[src/rtl/sd_uart_sequencer.sv]
// UART command sequencer for SdCardCtrl block reads/writes.
// Parses 'r'/'w' + LBA, runs the four-phase byte handshake, ends with a status byte.
module sd_uart_sequencer #(
  parameter int BLOCK_SIZE     = 512,
  parameter int TIMEOUT_CYCLES = 27000000
) (
  input  logic        clk,
  input  logic        rstn,
  input  logic        rx_valid,
  input  logic [7:0]  rx_byte,
  output logic        tx_dv,
  output logic [7:0]  tx_byte,
  input  logic        tx_active,
  input  logic        tx_done,
  output logic        sd_rd,
  output logic        sd_wr,
  output logic [31:0] sd_addr,
  output logic [7:0]  sd_wdata,
  input  logic [7:0]  sd_rdata,
  input  logic        sd_busy,
  input  logic        sd_hs_ctrl,
  output logic        sd_hs_host,
  output logic        cmd_active,
  output logic [7:0]  status_o
);

  localparam int TW = $clog2(TIMEOUT_CYCLES) + 1;
  localparam logic [TW-1:0] TMO_LAST = TW'(TIMEOUT_CYCLES - 1);
  localparam logic [TW-1:0] TMO_ONE  = TW'(1);
  localparam logic [9:0]    LAST_BYTE = 10'(BLOCK_SIZE - 1);

  localparam logic [7:0] CMD_R  = 8'h72;
  localparam logic [7:0] CMD_W  = 8'h77;
  localparam logic [7:0] ST_OK  = 8'h4B;
  localparam logic [7:0] ST_TMO = 8'h54;
  localparam logic [7:0] ST_OVR = 8'h4F;
  localparam logic [7:0] ST_UNK = 8'h3F;
  localparam logic [7:0] ST_BSY = 8'h42;

  typedef enum logic [3:0] {
    S_IDLE,
    S_ADDR,
    S_RD_REQ,
    S_RD_WAIT,
    S_RD_TX,
    S_RD_TXW,
    S_RD_ACK,
    S_WR_REQ,
    S_WR_DATA,
    S_WR_HI,
    S_WR_LO,
    S_DONE,
    S_ABORT,
    S_ST_SEND,
    S_ST_WAIT
  } state_t;

  state_t        r_state;
  logic          r_is_wr;
  logic [1:0]    r_acnt;
  logic [9:0]    r_cnt;
  logic [7:0]    r_data;
  logic [7:0]    r_hold;
  logic          r_full;
  logic [7:0]    r_stat;
  logic [TW-1:0] r_tmo;
  logic          r_busy_q;
  logic          r_hs_q;

  logic       w_progress;
  logic       w_tmo;
  logic       w_is_cmd;
  logic       w_wr_phase;
  logic       w_data_wait;
  logic       w_overrun;
  logic       w_abort;
  logic [7:0] w_abort_code;

  assign w_progress = rx_valid | tx_done
                    | (sd_busy ^ r_busy_q)
                    | (sd_hs_ctrl ^ r_hs_q);
  assign w_tmo    = (r_tmo == TMO_LAST);
  assign w_is_cmd = (rx_byte == CMD_R) || (rx_byte == CMD_W);

  assign w_wr_phase = r_state inside
    {S_WR_REQ, S_WR_DATA, S_WR_HI, S_WR_LO};
  assign w_data_wait = r_state inside
    {S_ADDR, S_RD_REQ, S_RD_WAIT, S_RD_TX,
     S_RD_TXW, S_RD_ACK, S_WR_REQ, S_WR_DATA,
     S_WR_HI, S_WR_LO, S_DONE};

  // The slot frees in the same cycle the handshake closes, so a byte then is legal
  assign w_overrun = w_wr_phase && rx_valid && r_full
                  && !(r_state == S_WR_LO && !sd_hs_ctrl);
  assign w_abort = w_overrun || (w_data_wait && w_tmo);

  always_comb begin
    w_abort_code = ST_TMO;
    unique case (1'b1)
      w_overrun: w_abort_code = ST_OVR;
      default:   w_abort_code = ST_TMO;
    endcase
  end

  always_ff @(posedge clk or negedge rstn) begin
    if (!rstn) begin
      r_state    <= S_IDLE;
      r_is_wr    <= 1'b0;
      r_acnt     <= '0;
      r_cnt      <= '0;
      r_data     <= '0;
      r_hold     <= '0;
      r_full     <= 1'b0;
      r_stat     <= '0;
      r_tmo      <= '0;
      r_busy_q   <= 1'b0;
      r_hs_q     <= 1'b0;
      tx_dv      <= 1'b0;
      tx_byte    <= '0;
      sd_rd      <= 1'b0;
      sd_wr      <= 1'b0;
      sd_addr    <= '0;
      sd_wdata   <= '0;
      sd_hs_host <= 1'b0;
      cmd_active <= 1'b0;
      status_o   <= '0;
    end else begin
      tx_dv    <= 1'b0;
      r_busy_q <= sd_busy;
      r_hs_q   <= sd_hs_ctrl;

      if (r_state == S_IDLE || w_progress) begin
        r_tmo <= '0;
      end else if (!w_tmo) begin
        r_tmo <= r_tmo + TMO_ONE;
      end

      if (w_wr_phase && rx_valid && !r_full) begin
        r_hold <= rx_byte;
        r_full <= 1'b1;
      end

      unique case (r_state)
        S_IDLE: begin
          r_cnt  <= '0;
          r_acnt <= '0;
          r_full <= 1'b0;
          if (rx_valid) begin
            if (w_is_cmd && !sd_busy) begin
              cmd_active <= 1'b1;
              r_is_wr    <= (rx_byte == CMD_W);
              r_state    <= S_ADDR;
            end else if (w_is_cmd) begin
              r_stat  <= ST_BSY;
              r_state <= S_ST_SEND;
            end else begin
              r_stat  <= ST_UNK;
              r_state <= S_ST_SEND;
            end
          end
        end
        S_ADDR: begin
          if (rx_valid) begin
            sd_addr <= {sd_addr[23:0], rx_byte};
            r_acnt  <= r_acnt + 2'd1;
            if (r_acnt == 2'd3) begin
              if (r_is_wr) begin
                sd_wr   <= 1'b1;
                r_state <= S_WR_REQ;
              end else begin
                sd_rd   <= 1'b1;
                r_state <= S_RD_REQ;
              end
            end
          end
        end
        S_RD_REQ: begin
          if (sd_busy) begin
            sd_rd   <= 1'b0;
            r_state <= S_RD_WAIT;
          end
        end
        S_RD_WAIT: begin
          if (sd_hs_ctrl) begin
            r_data  <= sd_rdata;
            r_state <= S_RD_TX;
          end
        end
        S_RD_TX: begin
          if (!tx_active) begin
            tx_dv   <= 1'b1;
            tx_byte <= r_data;
            r_state <= S_RD_TXW;
          end
        end
        S_RD_TXW: begin
          if (tx_done) begin
            sd_hs_host <= 1'b1;
            r_state    <= S_RD_ACK;
          end
        end
        S_RD_ACK: begin
          if (!sd_hs_ctrl) begin
            sd_hs_host <= 1'b0;
            r_cnt      <= r_cnt + 10'd1;
            r_state    <= (r_cnt == LAST_BYTE) ? S_DONE : S_RD_WAIT;
          end
        end
        S_WR_REQ: begin
          if (sd_busy) begin
            sd_wr   <= 1'b0;
            r_state <= S_WR_DATA;
          end
        end
        S_WR_DATA: begin
          if (r_full) begin
            sd_wdata   <= r_hold;
            sd_hs_host <= 1'b1;
            r_state    <= S_WR_HI;
          end
        end
        S_WR_HI: begin
          if (sd_hs_ctrl) begin
            sd_hs_host <= 1'b0;
            r_state    <= S_WR_LO;
          end
        end
        S_WR_LO: begin
          if (!sd_hs_ctrl) begin
            r_full <= rx_valid && (r_cnt != LAST_BYTE);
            if (rx_valid) r_hold <= rx_byte;
            r_cnt   <= r_cnt + 10'd1;
            r_state <= (r_cnt == LAST_BYTE) ? S_DONE : S_WR_DATA;
          end
        end
        S_DONE: begin
          if (!sd_busy) begin
            r_stat  <= ST_OK;
            r_state <= S_ST_SEND;
          end
        end
        S_ABORT: begin
          if (!sd_busy || w_tmo) begin
            r_tmo   <= '0;
            r_state <= S_ST_SEND;
          end
        end
        S_ST_SEND: begin
          if (!tx_active) begin
            tx_dv    <= 1'b1;
            tx_byte  <= r_stat;
            status_o <= r_stat;
            r_state  <= S_ST_WAIT;
          end else if (w_tmo) begin
            cmd_active <= 1'b0;
            r_state    <= S_IDLE;
          end
        end
        S_ST_WAIT: begin
          if (tx_done || w_tmo) begin
            cmd_active <= 1'b0;
            r_state    <= S_IDLE;
          end
        end
        default: r_state <= S_IDLE;
      endcase

      // Abort overrides whatever the data states scheduled this cycle
      if (w_abort) begin
        r_stat     <= w_abort_code;
        sd_rd      <= 1'b0;
        sd_wr      <= 1'b0;
        sd_hs_host <= 1'b0;
        tx_dv      <= 1'b0;
        r_full     <= 1'b0;
        r_tmo      <= '0;
        r_state    <= S_ABORT;
      end
    end
  end

endmodule

[config.mk]
export PLATFORM = sky130hd
export DESIGN_NAME = sd_uart_sequencer
export DESIGN_NICKNAME = d
export VERILOG_FILES = /design/src/rtl/sd_uart_sequencer.sv
export SDC_FILE = /design/constraint.sdc
export NUM_CORES = 1
export LEC_CHECK = 0
export CORE_ASPECT_RATIO = 0.5
export CORE_UTILIZATION = 45
export CTS_CLUSTER_SIZE = 28
export DETAILED_ROUTE_END_ITERATION = 12
export GPL_ROUTABILITY_DRIVEN = 0
export GPL_TIMING_DRIVEN = 0
export PLACE_DENSITY = 0.72
export SLEW_MARGIN = 20
export SYNTH_ARGS = -nofsm -noshare
export SYNTH_HDL_FRONTEND = slang
export SYNTH_SLANG_ARGS = --single-unit
export TNS_END_PERCENT = 50
[constraint.sdc]
create_clock -name clk -period 2.2 [get_ports clk]
set_input_delay 0.66 -clock clk [delete_from_list [all_inputs] [get_ports clk]]
set_output_delay 0.66 -clock clk [all_outputs]
set_load 0.01 [all_outputs]
==> insert_results.sql <==
INSERT INTO impl_metrics (metric_group, metric, value, unit) VALUES
('grt', 'grt.total_usage', '22.8', '%'),
('logic_synthesis', 'dominant_combinational_cell_family_by_area_after_synthesis', 'simple AND/OR/NAND/NOR gates', ''),
('run_status', 'outcome', 'complete, but fails checks', ''),
('die', 'core-area', '12800', 'µm²'),
('logic_synthesis', 'mux_contribution_to_synthesized_area', '10.6', '%'),
('logic_synthesis', 'synthTopCellsByArea', 'dfrtp_1 (53%), mux2_2 (9.8%), nor2_1 (4.4%)', ''),
('power', 'power.switching', '3.46', 'mW'),
('logic_synthesis', 'syn_area', '5980', 'µm²'),
('run', 'maxCapViolCount', '0', ''),
('logic_synthesis', 'synth_compound_gate_area_share', '8.66', '%'),
('clock_network', 'h-tree-depth', '4', ''),
('logic_synthesis', 'syn_area_per_cell', '10.5', 'µm²'),
('logic_synthesis', 'ys.warnings.count', '0', ''),
('grt', 'grt_most_used_layer', 'met2', ''),
('logic_synthesis', 'post_synth_num_cell_types', '60', ''),
('hold_path', 'worstHoldPathType', 'primary input to asynchronous set/reset pin', ''),
('logic_synthesis', 'synth_top_area_share', '53.1', '%'),
('worst_setup_path', 'required', '2.49', 'ns'),
('placed_design', 'dp_hpwl', '9580', 'µm'),
('route', 'route.vias.total', '4878', ''),
('logic_synthesis', 'dominantRegCellSynth', 'dfrtp_1', ''),
('die', 'rows', '29', ''),
('logic_synthesis', 'syn-instance-count', '568', ''),
('logic_synthesis', 'ys_seq_elements', '127', ''),
('clock_network', 'clock_buffers_created_by_tritoncts', '17', ''),
('route', 'drt_pre_antenna_iters', '5', ''),
('die', 'die_height', '83.5', 'µm'),
('worst_setup_path', 'crit_fanout', '10', ''),
('worst_setup_path', 'worstReg2RegStart', 'r_tmo[25]$_DFF_PN0_', ''),
('run_status', 'violations_in_the_final_reports', 'setup timing', ''),
('placed_design', 'buffer_ports.inserted', '82', ''),
('grt', 'grt_antenna_before_repair', '0', ''),
('power', 'powerDensity', '1240', 'nW/µm²'),
('sta', 'skew', '0.00681', 'ns'),
('logic_synthesis', 'netlist_top_cells_count', 'dfrtp_1 (127), nor2_1 (70), mux2_2 (52)', ''),
('logic_synthesis', 'post_synth_fa_ha_maj_area_fraction', '0.628', '%'),
('power', 'total_leakage_power', '3.50', 'nW'),
('worst_setup_path', 'endpoint_kind', 'register', ''),
('logic_synthesis', 'synth-simple-area-share', '18.5', '%'),
('route', 'vias_per_cell', '5.60', ''),
('placed_design', 'dp_slack', '-1.13', 'ns'),
('sta', 'setup_slack', '-0.219', 'ns'),
('worst_setup_path', 'reg2reg_depth', '8', ''),
('route', 'routed_wire_length_per_instance', '17.2', 'µm'),
('worst_setup_path', 'beginning_of_the_critical_path', 'r_tmo[25]$_DFF_PN0_', ''),
('route', 'drt_iter0_drc', '290', ''),
('route', 'postRouteAntennaNets', '0', ''),
('power', 'pwr-share-seq', '35.3', '%'),
('finish', 'finalCoreUtilization', '62.3', '%'),
('logic_synthesis', 'mappedNetlistNets', '594', ''),
('grt', 'grt_overflow', '0', ''),
('worst_setup_path', 'crit_chain', 'or4_4 -> nor4b_4 -> nand4_4 -> buf_4 -> o32ai_2 -> a21o_2 -> buf_6 -> nor2_1', ''),
('worst_setup_path', 'crit_path_top_delay_cell', 'or4_4', ''),
('die', 'boundaryPins', '84', ''),
('route', 'remaining_drc_errors', '0', ''),
('die', 'die_area', '13800', 'µm²'),
('finish', 'final.fill_count', '1001', ''),
('sta', 'maxSlewViolCount', '0', ''),
('worst_setup_path', 'max_stage_delay', '0.55', 'ns'),
('grt', 'grt_use_met2', '34.8', '%'),
('power', 'ir_drop', '0.741', 'mV'),
('power', 'report.power.total', '9.92', 'mW'),
('logic_synthesis', 'synth-xor-area-share', '5.42', '%'),
('worst_setup_path', 'critical_path_arrival', '2.71', 'ns'),
('worst_setup_path', 'timing.reg2reg.setup_slack', '-0.22', 'ns'),
('sta', 'finalSetupViolCount', '31', ''),
('power', 'sw_frac_of_total', '34.9', '%'),
('power', 'internal_power', '6.46', 'mW'),
('clock_network', 'insertion_delay', '0.41', 'ns'),
('sta', 'worst_slew_margin_rel', '39.9', '%'),
('sta', 'tightest_slew', '0.895', 'ns');
==> worst max-delay path by stage <==
stage / to / slack (ns) / cells after the start
6_report: r_tmo[6]$_DFF_PN0_ / -0.22 / 8
5_1_grt: r_tmo[6]$_DFF_PN0_ / -0.27 / 8
4_1_cts: r_state[1]$_DFFE_PN0P_ / -0.15 / 6
3_5_place_dp: r_state[2]$_DFFE_PN0P_ / -1.13 / 7
3_3_place_gp: sd_addr[28]$_DFFE_PN0P_ / -4.52 / 1
2_1_floorplan: r_state[1]$_DFFE_PN0P_ / -0.09 / 6
==> power groups by stage <==
| stage | clock network, mW | logic (mW) | registers, mW |
|---|---|---|---|
| after floorplan | 0 | 1.90 | 3.62 |
| after global placement | 0 | 3.44 | 3.51 |
| after detailed placement | 0 | 3.53 | 3.53 |
| after CTS | 2.59 | 3.77 | 3.50 |
| after global routing | 2.69 | 4.18 | 3.59 |
| final | 2.55 | 3.87 | 3.50 |
==> stage by stage <==
stage | cells | area, µm²
2_1_floorplan | 568 | 5980
3_3_place_gp | 820 | 7010
3_5_place_dp | 821 | 7050
4_1_cts | 868 | 7900
5_1_grt | 871 | 7980
6_report | 871 | 7980
==> cell families after synthesis <==
group           count (synthesis)
flops                         127
compound gates                 81
buf+inv                        45
mux                            57
xor+xnor                       37
fa+ha+maj                       3
other cells                     1
simple gates                  217
==> layer usage <==
layer | routed length [µm] | part of all wire [%]
met5 | 0 | 0
met4 | 268 | 1.8
met3 | 1060 | 7.1
met2 | 7130 | 48
met1 | 6550 | 44
==> state kept, by name (all words and copies together), names as in the netlist, named ones only <==
name / count
sd_addr: 32
r_tmo: 26
r_cnt: 10
r_data: 8
sd_wdata: 8
tx_byte: 8
r_stat: 6
status_o: 6
r_state: 4
r_acnt: 2
cmd_active: 1
r_busy_q: 1
r_full: 1
r_hold: 1
r_hs_q: 1
r_is_wr: 1
sd_hs_host: 1
sd_rd: 1
sd_wr: 1
tx_dv: 1
==> cells in the final DEF (no fill, tap or decap), types with 8 or more instances in the layout <==
cell             count
a21oi_1             15
and3_1               8
buf_2               11
buf_4               20
clkbuf_16           17
clkdlybuf4s50_1     74
dfrtp_1            126
inv_1               16
mux2_2              51
nand2_1             44
nand2b_1             8
nand3_1             30
nand4_1             14
nor2_1              67
o21ai_0             35
xnor2_1             11
xor2_1              26
==> timing repair <==
| item | in CTS | in global routing |
|---|---|---|
| hold buffers | 0 | 0 |
| setup buffers | 16 | 3 |
| endpoints found under the setup margin | 113 | 100 |
| pin swaps | 13 | 7 |
| gates resized for setup | 51 | 27 |
| cloned | 1 | 1 |
==> cell type report <==
| class | instances | area, µm² | share of cell area, % |
|---|---|---|---|
| Buffer | 26 | 146 | 1.83 |
| Clock buffer | 20 | 457 | 5.72 |
| Clock inverter | 12 | 87.6 | 1.10 |
| Inverter | 16 | 60.1 | 0.753 |
| Multi-Input combinational cell | 397 | 2830 | 35.4 |
| Sequential cell | 127 | 3180 | 39.8 |
| Tap cell | 170 | 213 | 2.67 |
| Timing Repair Buffer | 103 | 1010 | 12.7 |
No activity file was read; power rests on OpenSTA's default activity.
